### src/rtl/riscv_ctrl_pkg.sv
// Shared definitions for the multi-cycle RV32I control unit.
// Holds the opcode constants, the FSM state encoding, the ALU operation
// encoding, and the select encodings for the datapath muxes. It also holds
// small helpers for branch resolution.
package riscv_ctrl_pkg;

    localparam logic [6:0] OP_LOAD   = 7'b0000011;
    localparam logic [6:0] OP_STORE  = 7'b0100011;
    localparam logic [6:0] OP_OP     = 7'b0110011;
    localparam logic [6:0] OP_OPIMM  = 7'b0010011;
    localparam logic [6:0] OP_BRANCH = 7'b1100011;
    localparam logic [6:0] OP_JAL    = 7'b1101111;
    localparam logic [6:0] OP_JALR   = 7'b1100111;
    localparam logic [6:0] OP_LUI    = 7'b0110111;
    localparam logic [6:0] OP_AUIPC  = 7'b0010111;

    typedef enum logic [3:0] {
        S_RESET,
        S_FETCH,
        S_DECODE,
        S_MEMADR,
        S_MEMREAD,
        S_MEMWB,
        S_MEMWRITE,
        S_EXEC_R,
        S_EXEC_I,
        S_EXEC_U,
        S_ALUWB,
        S_BRANCH,
        S_JALR_ADR,
        S_JUMP,
        S_TRAP
    } state_e;

    // ADD is zero so that an idle or reset controller drives alu_control = 0.
    typedef enum logic [3:0] {
        ALU_ADD  = 4'd0,
        ALU_SUB  = 4'd1,
        ALU_AND  = 4'd2,
        ALU_OR   = 4'd3,
        ALU_XOR  = 4'd4,
        ALU_SLL  = 4'd5,
        ALU_SRL  = 4'd6,
        ALU_SRA  = 4'd7,
        ALU_SLT  = 4'd8,
        ALU_SLTU = 4'd9
    } alu_ctrl_e;

    // Operation class handed from the FSM to the ALU decoder.
    typedef enum logic [1:0] {
        ALUOP_ADD   = 2'd0,
        ALUOP_SUB   = 2'd1,
        ALUOP_FUNCT = 2'd2
    } alu_op_e;

    localparam logic [1:0] RES_ALUOUT = 2'b00;
    localparam logic [1:0] RES_RDATA  = 2'b01;
    localparam logic [1:0] RES_ALU    = 2'b10;

    localparam logic [1:0] SRCA_PC    = 2'b00;
    localparam logic [1:0] SRCA_OLDPC = 2'b01;
    localparam logic [1:0] SRCA_RS1   = 2'b10;
    localparam logic [1:0] SRCA_ZERO  = 2'b11;

    localparam logic [1:0] SRCB_RS2   = 2'b00;
    localparam logic [1:0] SRCB_IMM   = 2'b01;
    localparam logic [1:0] SRCB_FOUR  = 2'b10;

    localparam logic [2:0] IMM_I = 3'b000;
    localparam logic [2:0] IMM_S = 3'b001;
    localparam logic [2:0] IMM_B = 3'b010;
    localparam logic [2:0] IMM_U = 3'b011;
    localparam logic [2:0] IMM_J = 3'b100;

    // funct3 010 and 011 are unassigned in the BRANCH major opcode.
    function automatic logic branch_legal(input logic [2:0] funct3);
        return funct3[2:1] != 2'b01;
    endfunction

    function automatic logic branch_taken(input logic [2:0] funct3,
                                          input logic zero,
                                          input logic lt,
                                          input logic ltu);
        logic taken;
        case (funct3)
            3'b000:  taken = zero;
            3'b001:  taken = !zero;
            3'b100:  taken = lt;
            3'b101:  taken = !lt;
            3'b110:  taken = ltu;
            3'b111:  taken = !ltu;
            default: taken = 1'b0;
        endcase
        return taken;
    endfunction

endpackage

### src/rtl/alu_decoder.sv
// Combinational ALU decoder.
// Maps the FSM's operation class plus funct3/funct7_5 to an ALU operation.
//   alu_op      : operation class (ADD, SUB, or decode from funct fields)
//   funct3      : IR[14:12]
//   funct7_5    : IR[30]
//   op_5        : opcode bit 5, set for register-register OP, clear for OP-IMM
//   alu_control : ALU operation encoding
module alu_decoder
    import riscv_ctrl_pkg::*;
(
    input  logic [1:0] alu_op,
    input  logic [2:0] funct3,
    input  logic       funct7_5,
    input  logic       op_5,
    output logic [3:0] alu_control
);

    always_comb begin
        alu_control = ALU_ADD;
        case (alu_op)
            ALUOP_ADD: alu_control = ALU_ADD;
            ALUOP_SUB: alu_control = ALU_SUB;
            ALUOP_FUNCT: begin
                case (funct3)
                    // IR[30] selects SUB only for OP; for ADDI it is immediate data.
                    3'b000:  alu_control = (op_5 && funct7_5) ? ALU_SUB : ALU_ADD;
                    3'b001:  alu_control = ALU_SLL;
                    3'b010:  alu_control = ALU_SLT;
                    3'b011:  alu_control = ALU_SLTU;
                    3'b100:  alu_control = ALU_XOR;
                    // SRA/SRAI share IR[30] as the arithmetic-shift flag.
                    3'b101:  alu_control = funct7_5 ? ALU_SRA : ALU_SRL;
                    3'b110:  alu_control = ALU_OR;
                    3'b111:  alu_control = ALU_AND;
                    default: alu_control = ALU_ADD;
                endcase
            end
            default: alu_control = ALU_ADD;
        endcase
    end

endmodule

### src/rtl/multicycle_control_unit.sv
// Multi-cycle RV32I control unit.
// The unit sequences fetch, decode, execute, memory and writeback over one
// shared memory port. The state is registered. The datapath controls are
// combinational from the state and the current inputs.
//   clk, rst_n          : clock, asynchronous active-low reset
//   op, funct3, funct7_5: instruction fields from IR
//   zero, lt, ltu       : ALU compare flags for branch resolution
//   mem_ready           : memory completes the current access this cycle
//   mem_req, mem_write, adr_src            : memory interface control
//   ir_write, pc_write, reg_write          : state-element write enables
//   result_src, alu_src_a, alu_src_b,
//   imm_src, alu_control                   : datapath mux / ALU selects
//   instr_done          : one-cycle retire pulse
//   trap                : illegal instruction
//   retired_count       : retired instruction count (wraps)
module multicycle_control_unit
    import riscv_ctrl_pkg::*;
#(
    parameter int unsigned ALU_CTRL_W = 4,
    parameter int unsigned CNT_W      = 32,
    parameter bit          TRAP_HALT  = 1'b1
) (
    input  logic                  clk,
    input  logic                  rst_n,
    input  logic [6:0]            op,
    input  logic [2:0]            funct3,
    input  logic                  funct7_5,
    input  logic                  zero,
    input  logic                  lt,
    input  logic                  ltu,
    input  logic                  mem_ready,
    output logic                  mem_req,
    output logic                  mem_write,
    output logic                  adr_src,
    output logic                  ir_write,
    output logic                  pc_write,
    output logic                  reg_write,
    output logic [1:0]            result_src,
    output logic [1:0]            alu_src_a,
    output logic [1:0]            alu_src_b,
    output logic [2:0]            imm_src,
    output logic [ALU_CTRL_W-1:0] alu_control,
    output logic                  instr_done,
    output logic                  trap,
    output logic [CNT_W-1:0]      retired_count
);

    state_e     state;
    state_e     next_state;
    alu_op_e    alu_op;
    logic [3:0] dec_control;

    alu_decoder u_alu_decoder (
        .alu_op      (alu_op),
        .funct3      (funct3),
        .funct7_5    (funct7_5),
        .op_5        (op[5]),
        .alu_control (dec_control)
    );

    assign alu_control = ALU_CTRL_W'(dec_control);

    always_comb begin
        next_state = state;
        case (state)
            S_RESET:    next_state = S_FETCH;
            S_FETCH:    if (mem_ready) next_state = S_DECODE;
            S_DECODE: begin
                case (op)
                    OP_LOAD, OP_STORE: next_state = S_MEMADR;
                    OP_OP:             next_state = S_EXEC_R;
                    OP_OPIMM:          next_state = S_EXEC_I;
                    OP_BRANCH:         next_state = S_BRANCH;
                    OP_JAL:            next_state = S_JUMP;
                    OP_JALR:           next_state = S_JALR_ADR;
                    OP_LUI, OP_AUIPC:  next_state = S_EXEC_U;
                    default:           next_state = S_TRAP;
                endcase
            end
            S_MEMADR:   next_state = op[5] ? S_MEMWRITE : S_MEMREAD;
            S_MEMREAD:  if (mem_ready) next_state = S_MEMWB;
            S_MEMWB:    next_state = S_FETCH;
            S_MEMWRITE: if (mem_ready) next_state = S_FETCH;
            S_EXEC_R,
            S_EXEC_I,
            S_EXEC_U:   next_state = S_ALUWB;
            S_ALUWB:    next_state = S_FETCH;
            S_BRANCH:   next_state = branch_legal(funct3) ? S_FETCH : S_TRAP;
            S_JALR_ADR: next_state = S_JUMP;
            S_JUMP:     next_state = S_ALUWB;
            S_TRAP:     next_state = TRAP_HALT ? S_TRAP : S_FETCH;
            default:    next_state = S_RESET;
        endcase
    end

    always_ff @(posedge clk or negedge rst_n) begin
        if (!rst_n) begin
            state         <= S_RESET;
            retired_count <= '0;
        end else begin
            state <= next_state;
            if (instr_done) retired_count <= retired_count + CNT_W'(1);
        end
    end

    always_comb begin
        mem_req    = 1'b0;
        mem_write  = 1'b0;
        adr_src    = 1'b0;
        ir_write   = 1'b0;
        pc_write   = 1'b0;
        reg_write  = 1'b0;
        result_src = RES_ALUOUT;
        alu_src_a  = SRCA_PC;
        alu_src_b  = SRCB_RS2;
        imm_src    = IMM_I;
        alu_op     = ALUOP_ADD;
        instr_done = 1'b0;
        trap       = 1'b0;
        case (state)
            S_FETCH: begin
                mem_req    = 1'b1;
                alu_src_a  = SRCA_PC;
                alu_src_b  = SRCB_FOUR;
                result_src = RES_ALU;
                ir_write   = mem_ready;
                pc_write   = mem_ready;
            end
            S_DECODE: begin
                // Speculative OldPC + imm gives the branch/JAL target in ALUOut.
                alu_src_a = SRCA_OLDPC;
                alu_src_b = SRCB_IMM;
                case (op)
                    OP_STORE:         imm_src = IMM_S;
                    OP_BRANCH:        imm_src = IMM_B;
                    OP_LUI, OP_AUIPC: imm_src = IMM_U;
                    OP_JAL:           imm_src = IMM_J;
                    default:          imm_src = IMM_I;
                endcase
            end
            S_MEMADR: begin
                alu_src_a = SRCA_RS1;
                alu_src_b = SRCB_IMM;
                imm_src   = op[5] ? IMM_S : IMM_I;
            end
            S_MEMREAD: begin
                mem_req = 1'b1;
                adr_src = 1'b1;
            end
            S_MEMWB: begin
                result_src = RES_RDATA;
                reg_write  = 1'b1;
                instr_done = 1'b1;
            end
            S_MEMWRITE: begin
                mem_req    = 1'b1;
                mem_write  = 1'b1;
                adr_src    = 1'b1;
                instr_done = mem_ready;
            end
            S_EXEC_R: begin
                alu_src_a = SRCA_RS1;
                alu_src_b = SRCB_RS2;
                alu_op    = ALUOP_FUNCT;
            end
            S_EXEC_I: begin
                alu_src_a = SRCA_RS1;
                alu_src_b = SRCB_IMM;
                imm_src   = IMM_I;
                alu_op    = ALUOP_FUNCT;
            end
            S_EXEC_U: begin
                alu_src_a = (op == OP_LUI) ? SRCA_ZERO : SRCA_OLDPC;
                alu_src_b = SRCB_IMM;
                imm_src   = IMM_U;
            end
            S_ALUWB: begin
                result_src = RES_ALUOUT;
                reg_write  = 1'b1;
                instr_done = 1'b1;
            end
            S_BRANCH: begin
                alu_src_a  = SRCA_RS1;
                alu_src_b  = SRCB_RS2;
                alu_op     = ALUOP_SUB;
                result_src = RES_ALUOUT;
                if (branch_legal(funct3)) begin
                    pc_write   = branch_taken(funct3, zero, lt, ltu);
                    instr_done = 1'b1;
                end
            end
            S_JALR_ADR: begin
                alu_src_a = SRCA_RS1;
                alu_src_b = SRCB_IMM;
                imm_src   = IMM_I;
            end
            S_JUMP: begin
                // PC takes the target held in ALUOut; the link value OldPC+4 replaces it.
                pc_write   = 1'b1;
                result_src = RES_ALUOUT;
                alu_src_a  = SRCA_OLDPC;
                alu_src_b  = SRCB_FOUR;
            end
            S_TRAP: trap = 1'b1;
            default: ;
        endcase
    end

endmodule

### config.mk
export PLATFORM = sky130hd
export DESIGN_NAME = multicycle_control_unit
export DESIGN_NICKNAME = d
export VERILOG_FILES = /design/src/rtl/riscv_ctrl_pkg.sv /design/src/rtl/alu_decoder.sv /design/src/rtl/multicycle_control_unit.sv
export SDC_FILE = /design/constraint.sdc
export NUM_CORES = 1
export LEC_CHECK = 0
export CORE_MARGIN = 2
export CORE_UTILIZATION = 49
export DETAILED_ROUTE_END_ITERATION = 7
export PLACE_DENSITY = 0.83
export SLEW_MARGIN = 40
export SYNTH_ARGS = -nofsm -noshare
export SYNTH_HDL_FRONTEND = slang
export SYNTH_HIERARCHICAL = 1
export SYNTH_SLANG_ARGS = --single-unit
### constraint.sdc
create_clock -name clk -period 2.9 [get_ports clk]
set_input_delay 0.725 -clock clk [delete_from_list [all_inputs] [get_ports clk]]
set_output_delay 0.725 -clock clk [all_outputs]
set_load 0.01 [all_outputs]
; After elaboration in Yosys (flattened, before gate mapping)
; Index checks and enable logic that the tools add are counted.
[word_totals]
output_inout_bits = 53
reg_bits = 36
[op_classes]
reduce_logical = 19
n_addsub = 1
n_mux = 30
eq_ne = 36
[ops]
columns = operator, n
row1 = case mux 4 bit (10 select lines), 1
row2 = adder 32 x 1 -> 32 bit (second input constant), 1
row3 = case mux 4 bit (8 select lines), 1
row4 = == test 4 bit (second input constant), 7
row5 = case mux 4 bit (7 select lines), 1
row6 = == test 7 x 6 -> 1 bit (second input constant), 3
row7 = == test 7 bit (second input constant), 3
row8 = == test 4 x 3 -> 1 bit (second input constant), 4
row9 = two-way mux 4 bit, 4
row10 = == test 7 x 5 -> 1 bit (second input constant), 2
row11 = OR reduction 2 bit, 7
row12 = == test 3 bit (second input constant), 4
row13 = case mux 2 bit (2 select lines), 3
row14 = case mux 3 bit (4 select lines), 1
row15 = two-way mux 1 bit, 11
row16 = OR reduction 5 bit, 2
row17 = case mux 3 bit (3 select lines), 1
row18 = == test 4 x 2 -> 1 bit (second input constant), 2
row19 = case mux 4 bit (2 select lines), 1
row20 = == test 7 x 2 -> 1 bit (second input constant), 1
row21 = == test 3 x 2 -> 1 bit (second input constant), 2
row22 = != test 2 bit (second input constant), 3
row23 = case mux 1 bit (3 select lines), 2
row24 = case mux 1 bit (6 select lines), 1
row25 = other kinds (14), 18

; Depth between registers and ports, before layout
[depth]
ltp_word = 5
mapped_depth = 10

; By module
; The synthesis kept the hierarchy.
[by_module_without_submodules]
columns = mod, area_per_inst_um2, instances, cells_each, seq_area_each_um2
row1 = multicycle_control_unit, 2447.3, 1, 262, 900.9
row2 = alu_decoder, 135.1, 1, 16, 0.0

; Least setup slack after synthesis
; OpenSTA, ideal clock, no wires.
[synth_timing]
kind = register to output
from = reg state[0]
to = out alu_control[0]
path_slack_ns = 0.205
stages_incl_launch_ff = 9
t_arrival_ns = 1.970
n_path_buf = 2
cell_sequence = dfrtp_1 -> buf_2 -> clkbuf_1 -> or2_2 -> o22ai_1 -> ha_1 -> nor3b_1 -> o211ai_1 -> o31ai_2
[synth_via]
elab_chain_cells = 5
word_cells_on_any_way = 8
classes_between = 5 x eq/ne / 2 x mux / 1 x reduce/logical
[synth_lines]
columns = element, line
row1 = start: declaration, multicycle_control_unit.sv:48  ; state_e state;
row2 = start signal: assignment, multicycle_control_unit.sv:101  ; state <= next_state;
row3 = == test 4 bit or == test 4 x 3 -> 1 bit (tied branches), multicycle_control_unit.sv:120  ; case (state)
row4 = OR reduction 2 bit (no source line), --
row5 = case mux 2 bit (2 select lines) (*), multicycle_control_unit.sv:120
row6 = net alu_op[1], multicycle_control_unit.sv:50  ; alu_op_e alu_op;
row7 = == test 2 bit or == test 2 x 1 -> 1 bit (tied branches), alu_decoder.sv:20  ; case (alu_op)
row8 = case mux 4 bit (2 select lines) (*), alu_decoder.sv:20
row9 = end: declaration, multicycle_control_unit.sv:42  ; output logic [ALU_CTRL_W-1:0] alu_control,
; The timed path passes the listed nets; every way through them passes the cells marked *.

; Worst setup path after layout
[layout_timing]
from = reg state[0]
to = out alu_src_a[0]
[layout_via]
elab_chain_cells = 3
word_cells_on_any_way = 11
classes_between = 8 x eq/ne / 1 x mux / 2 x reduce/logical
[layout_lines]
columns = element, line
row1 = == test 4 bit (tied with other cells), multicycle_control_unit.sv:120
row2 = OR reduction 5 bit (no source line) or OR reduction 2 bit (tied branches), --
row3 = case mux 2 bit (3 select lines) (*), multicycle_control_unit.sv:120
row4 = end: declaration, multicycle_control_unit.sv:39  ; output logic [1:0] alu_src_a,
; Every way passes the cells marked *; elsewhere a longest branch is shown, timed or not.

==> impl_metrics.py <==
metrics = {
    "worst_hold_path": {
        "hp-class": "reg -> reg",
        "holdPathEnd": "retired_count[31]",
        "min_path_cells": 1,
        "hold_start": "retired_count[31]",
    },
    "floorplanning": {
        "placementRows": 26,
        "die_width_microns": 76.60,
        "pin_count": 70,
        "core_sq_mm": 0.005107,
        "die_h_microns": 76.60,
        "fp.dieArea_sq_mm": 0.005867,
        "initial_core_util_pct": 50.56,
    },
    "grt": {
        "antenna_found_initial": 0,
        "grt_usage_pct": 24.99,
        "grt_pass1_wl_mm": 11.87,
        "grt-ovfl-total": 0,
        "first_global_vias": 2515,
        "grt_max_degree": 37,
    },
    "sta": {
        "final_max_slew_viol_count": 0,
        "setup_ws_ns": 0.04646,
        "hold_viol_final": 0,
        "worstMarginPinSlew_ns": 0.4914,
        "period_needed_ns": 2.854,
        "setup_violations": 0,
        "relSlewSlack_pct": 66.78,
        "fmax_mhz": 350.4,
        "grt_setup_unrepaired": "no",
        "fin_crit_sh_pct": 98.40,
        "finClkSkew_ns": 0.006806,
    },
    "placement": {
        "hpwl_mm": 5.146,
        "post_dp_cell_area_sq_mm": 0.003606,
        "place.gp.congestion": 0.8886,
        "dp.cells": 448,
        "port_buffers": 69,
        "pre_cts_ws_ns": -0.3899,
    },
    "clock_network": {
        "ctsHtreeMaxLevel": 2,
        "numCtsBuffers": 5,
        "clockBufferDepth": 2,
        "cts_setup_buffers": 0,
        "cts_tree": "yes",
        "cts-root-buf": "clkbuf_8",
        "clk_pin_slew_ns": 0.07,
        "numClockSinks": 36,
        "clk_latency_ns": 0.29,
    },
    "critical_path": {
        "crit_type": "reg -> out",
        "cp_cell_sequence": "buf_4 > buf_4 > nor2b_1 > nand2_1 > o21ai_0 > clkdlybuf4s50_1",
        "startpoint_type": "flip-flop",
        "worstPathRequired_ns": 2.17,
        "slowest_stage": "clkdlybuf4s50_1",
        "worstReg2RegEnd": "retired_count[26]",
        "reg2reg_slack_ns": 0.69,
        "r2r_start": "state[0]",
        "cp.arrival_ns": 2.13,
        "critPathMostFrequentCell": "buf_4",
        "critical_path.endpoint_type": "output pin",
        "cpPeakStageDelay_ns": 0.58,
        "r2r_cells": 8,
        "critPathMaxFanout": 21,
    },
    "power": {
        "p_leak_uw": 0.001629,
        "power_density_mw_per_mm2": 683.9,
        "ir_drop_uv": 383.7,
    },
    "routing": {
        "wl_met1_mm": 2.858,
        "drt_iter0_markers": 88,
        "wire_per_inst_microns": 14.87,
        "wl_met3_microns": 303,
        "dr_total_vias": 2486,
        "drc": 0,
        "wl_mm": 6.781,
        "ant_nets": 0,
        "wl_met2_mm": 3.476,
        "vias_per_cell": 5.452,
        "dr.max_layer_used": "met4",
        "first_pass_iters": 5,
    },
    "layout": {
        "fin_nets": 405,
        "mostFrequentLayoutCells": "clkdlybuf4s50_1 (51), buf_4 (39), dfrtp_1 (36), nor2_1 (27), xnor2_1 (23)",
        "drive_gt1_share_pct": 24.09,
        "layout_commonest_cell": "clkdlybuf4s50_1",
        "layoutNonFillerInstCount": 456,
        "area_growth_pct": 45.16,
        "fin_area_sq_mm": 0.003749,
        "fill_cells": 384,
        "insertedDiodeCount": 0,
    },
    "yosys": {
        "yosysSeqAreaShare_pct": 34.88,
        "yosysUniqueCellTypes": 63,
        "async_reset_ff_share_pct": 100.0,
        "ys_seq_elements": 36,
        "synth-edff-count": 0,
        "synth_warnings": 6,
        "netlist_area_sq_mm": 0.002582,
        "ys.flop_type": "dfrtp_1",
        "syn_nets": 298,
        "synth_cells": 278,
        "syn_area_per_cell_sq_um": 9.289,
    },
    "job": {
        "maxCapViolations": 0,
    },
    "status": {
        "status": "completed",
    },
}
==> cells in the mapped netlist (all sizes together) (2+ instances only) <==
library cell	n	area (sq um)
a31oi	3	18.77
and2	2	12.51
dfrtp	36	900.9
o21a	3	22.52
nor2	31	118.9
xor2	10	87.58
a21o	2	15.01
nor4	4	76.32
o2111ai	2	52.55
buf	6	47.54
o22ai	5	31.28
and3b	2	21.27
and3	4	25.02
clkbuf	4	15.01
and4bb	2	25.02
nand3	6	30.03
nand2b	6	52.55
nor2b	7	43.79
and2b	2	16.27
nand3b	3	47.55
nor3b	3	22.52
inv	17	63.81
nor3	14	101.4
ha	3	37.54
a211oi	3	40.04
xnor2	23	201.4
or2	2	12.51
nand4	10	83.83
o31ai	3	27.52
a21oi	10	50.05
nand2	21	78.83
o21ai	14	70.06
==> logic make-up after synthesis <==
logic type,share of synthesized area (%)
buf+inv,4.893
xor+xnor,11.19
simple gates,30.67
fa+ha+maj,1.454
mux,0.8236
flops,34.88
compound gates,16.09
==> worst max path at each step <==
stage                   start              to  slack, ns  depth (start not counted)
floorplan            state[0]  alu_control[0]       0.21                          8
global placement        op[5]      imm_src[0]      -0.33                          5
detailed placement  funct3[1]        pc_write      -0.39                          7
CTS                 funct3[0]  alu_control[0]      0.002                          6
global route         state[0]    alu_src_a[0]      0.007                          6
finish               state[0]    alu_src_a[0]       0.05                          6
==> where the power goes <==
group          internal, uW  switching, uW  leakage [uW]
Clock                   193            175     0.0000445
Combinational           763            773       0.00114
Sequential              575           84.0      0.000442
Total                  1530           1030       0.00163
==> cell type report <==
cell class / instances / area, sq um / share of cell area (%)
multi-input cells: 215 / 1612 / 42.99
repair buffers: 110 / 991.0 / 26.44
flip-flops and latches: 36 / 900.9 / 24.03
well taps: 70 / 87.58 / 2.336
clock buffers: 7 / 86.33 / 2.303
inverters: 17 / 63.81 / 1.702
clock inverters: 1 / 7.507 / 0.2003
==> per-layer routing <==
metal / vias up / track usage [%]
li1: 1193 / -
met1: 1200 / 30.02
met2: 81 / 45.04
met3: 12 / 4.621
met4: 0 / 8.000
met5: - / 0
==> flip-flops by register name, summed over array words and instances, names as in the netlist <==
| signal | flops |
|---|---|
| retired_count | 32 |
| state | 4 |
==> stage by stage <==
stage          TNS [ns]  total power, uW  utilization, %  hold WS (ns)
3_5_place_dp     -2.419             2169           70.60        0.4779
4_1_cts               0             2524           72.37        0.4915
3_3_place_gp     -2.217             2150           70.60        0.4560
6_report              0             2564           73.40        0.4856
2_1_floorplan         0             1512               -        0.4294
5_1_grt               0             2748           73.40        0.5149
==> worst max-delay path, delay by kind of cell (launching register included) <==
family,cells,cell delay [ns]
compound gates,1,0.15
simple gates,2,0.38
flops,1,0.39
buf+inv,3,0.92
==> timing repair <==
| action | in CTS | in global routing |
|---|---|---|
| hold buffers | 0 | 0 |
| resized for setup | 21 | 23 |
| setup endpoints to repair | 10 | 12 |
| pin swaps | 0 | 6 |
Note: power is estimated with default switching activity, not from simulation.
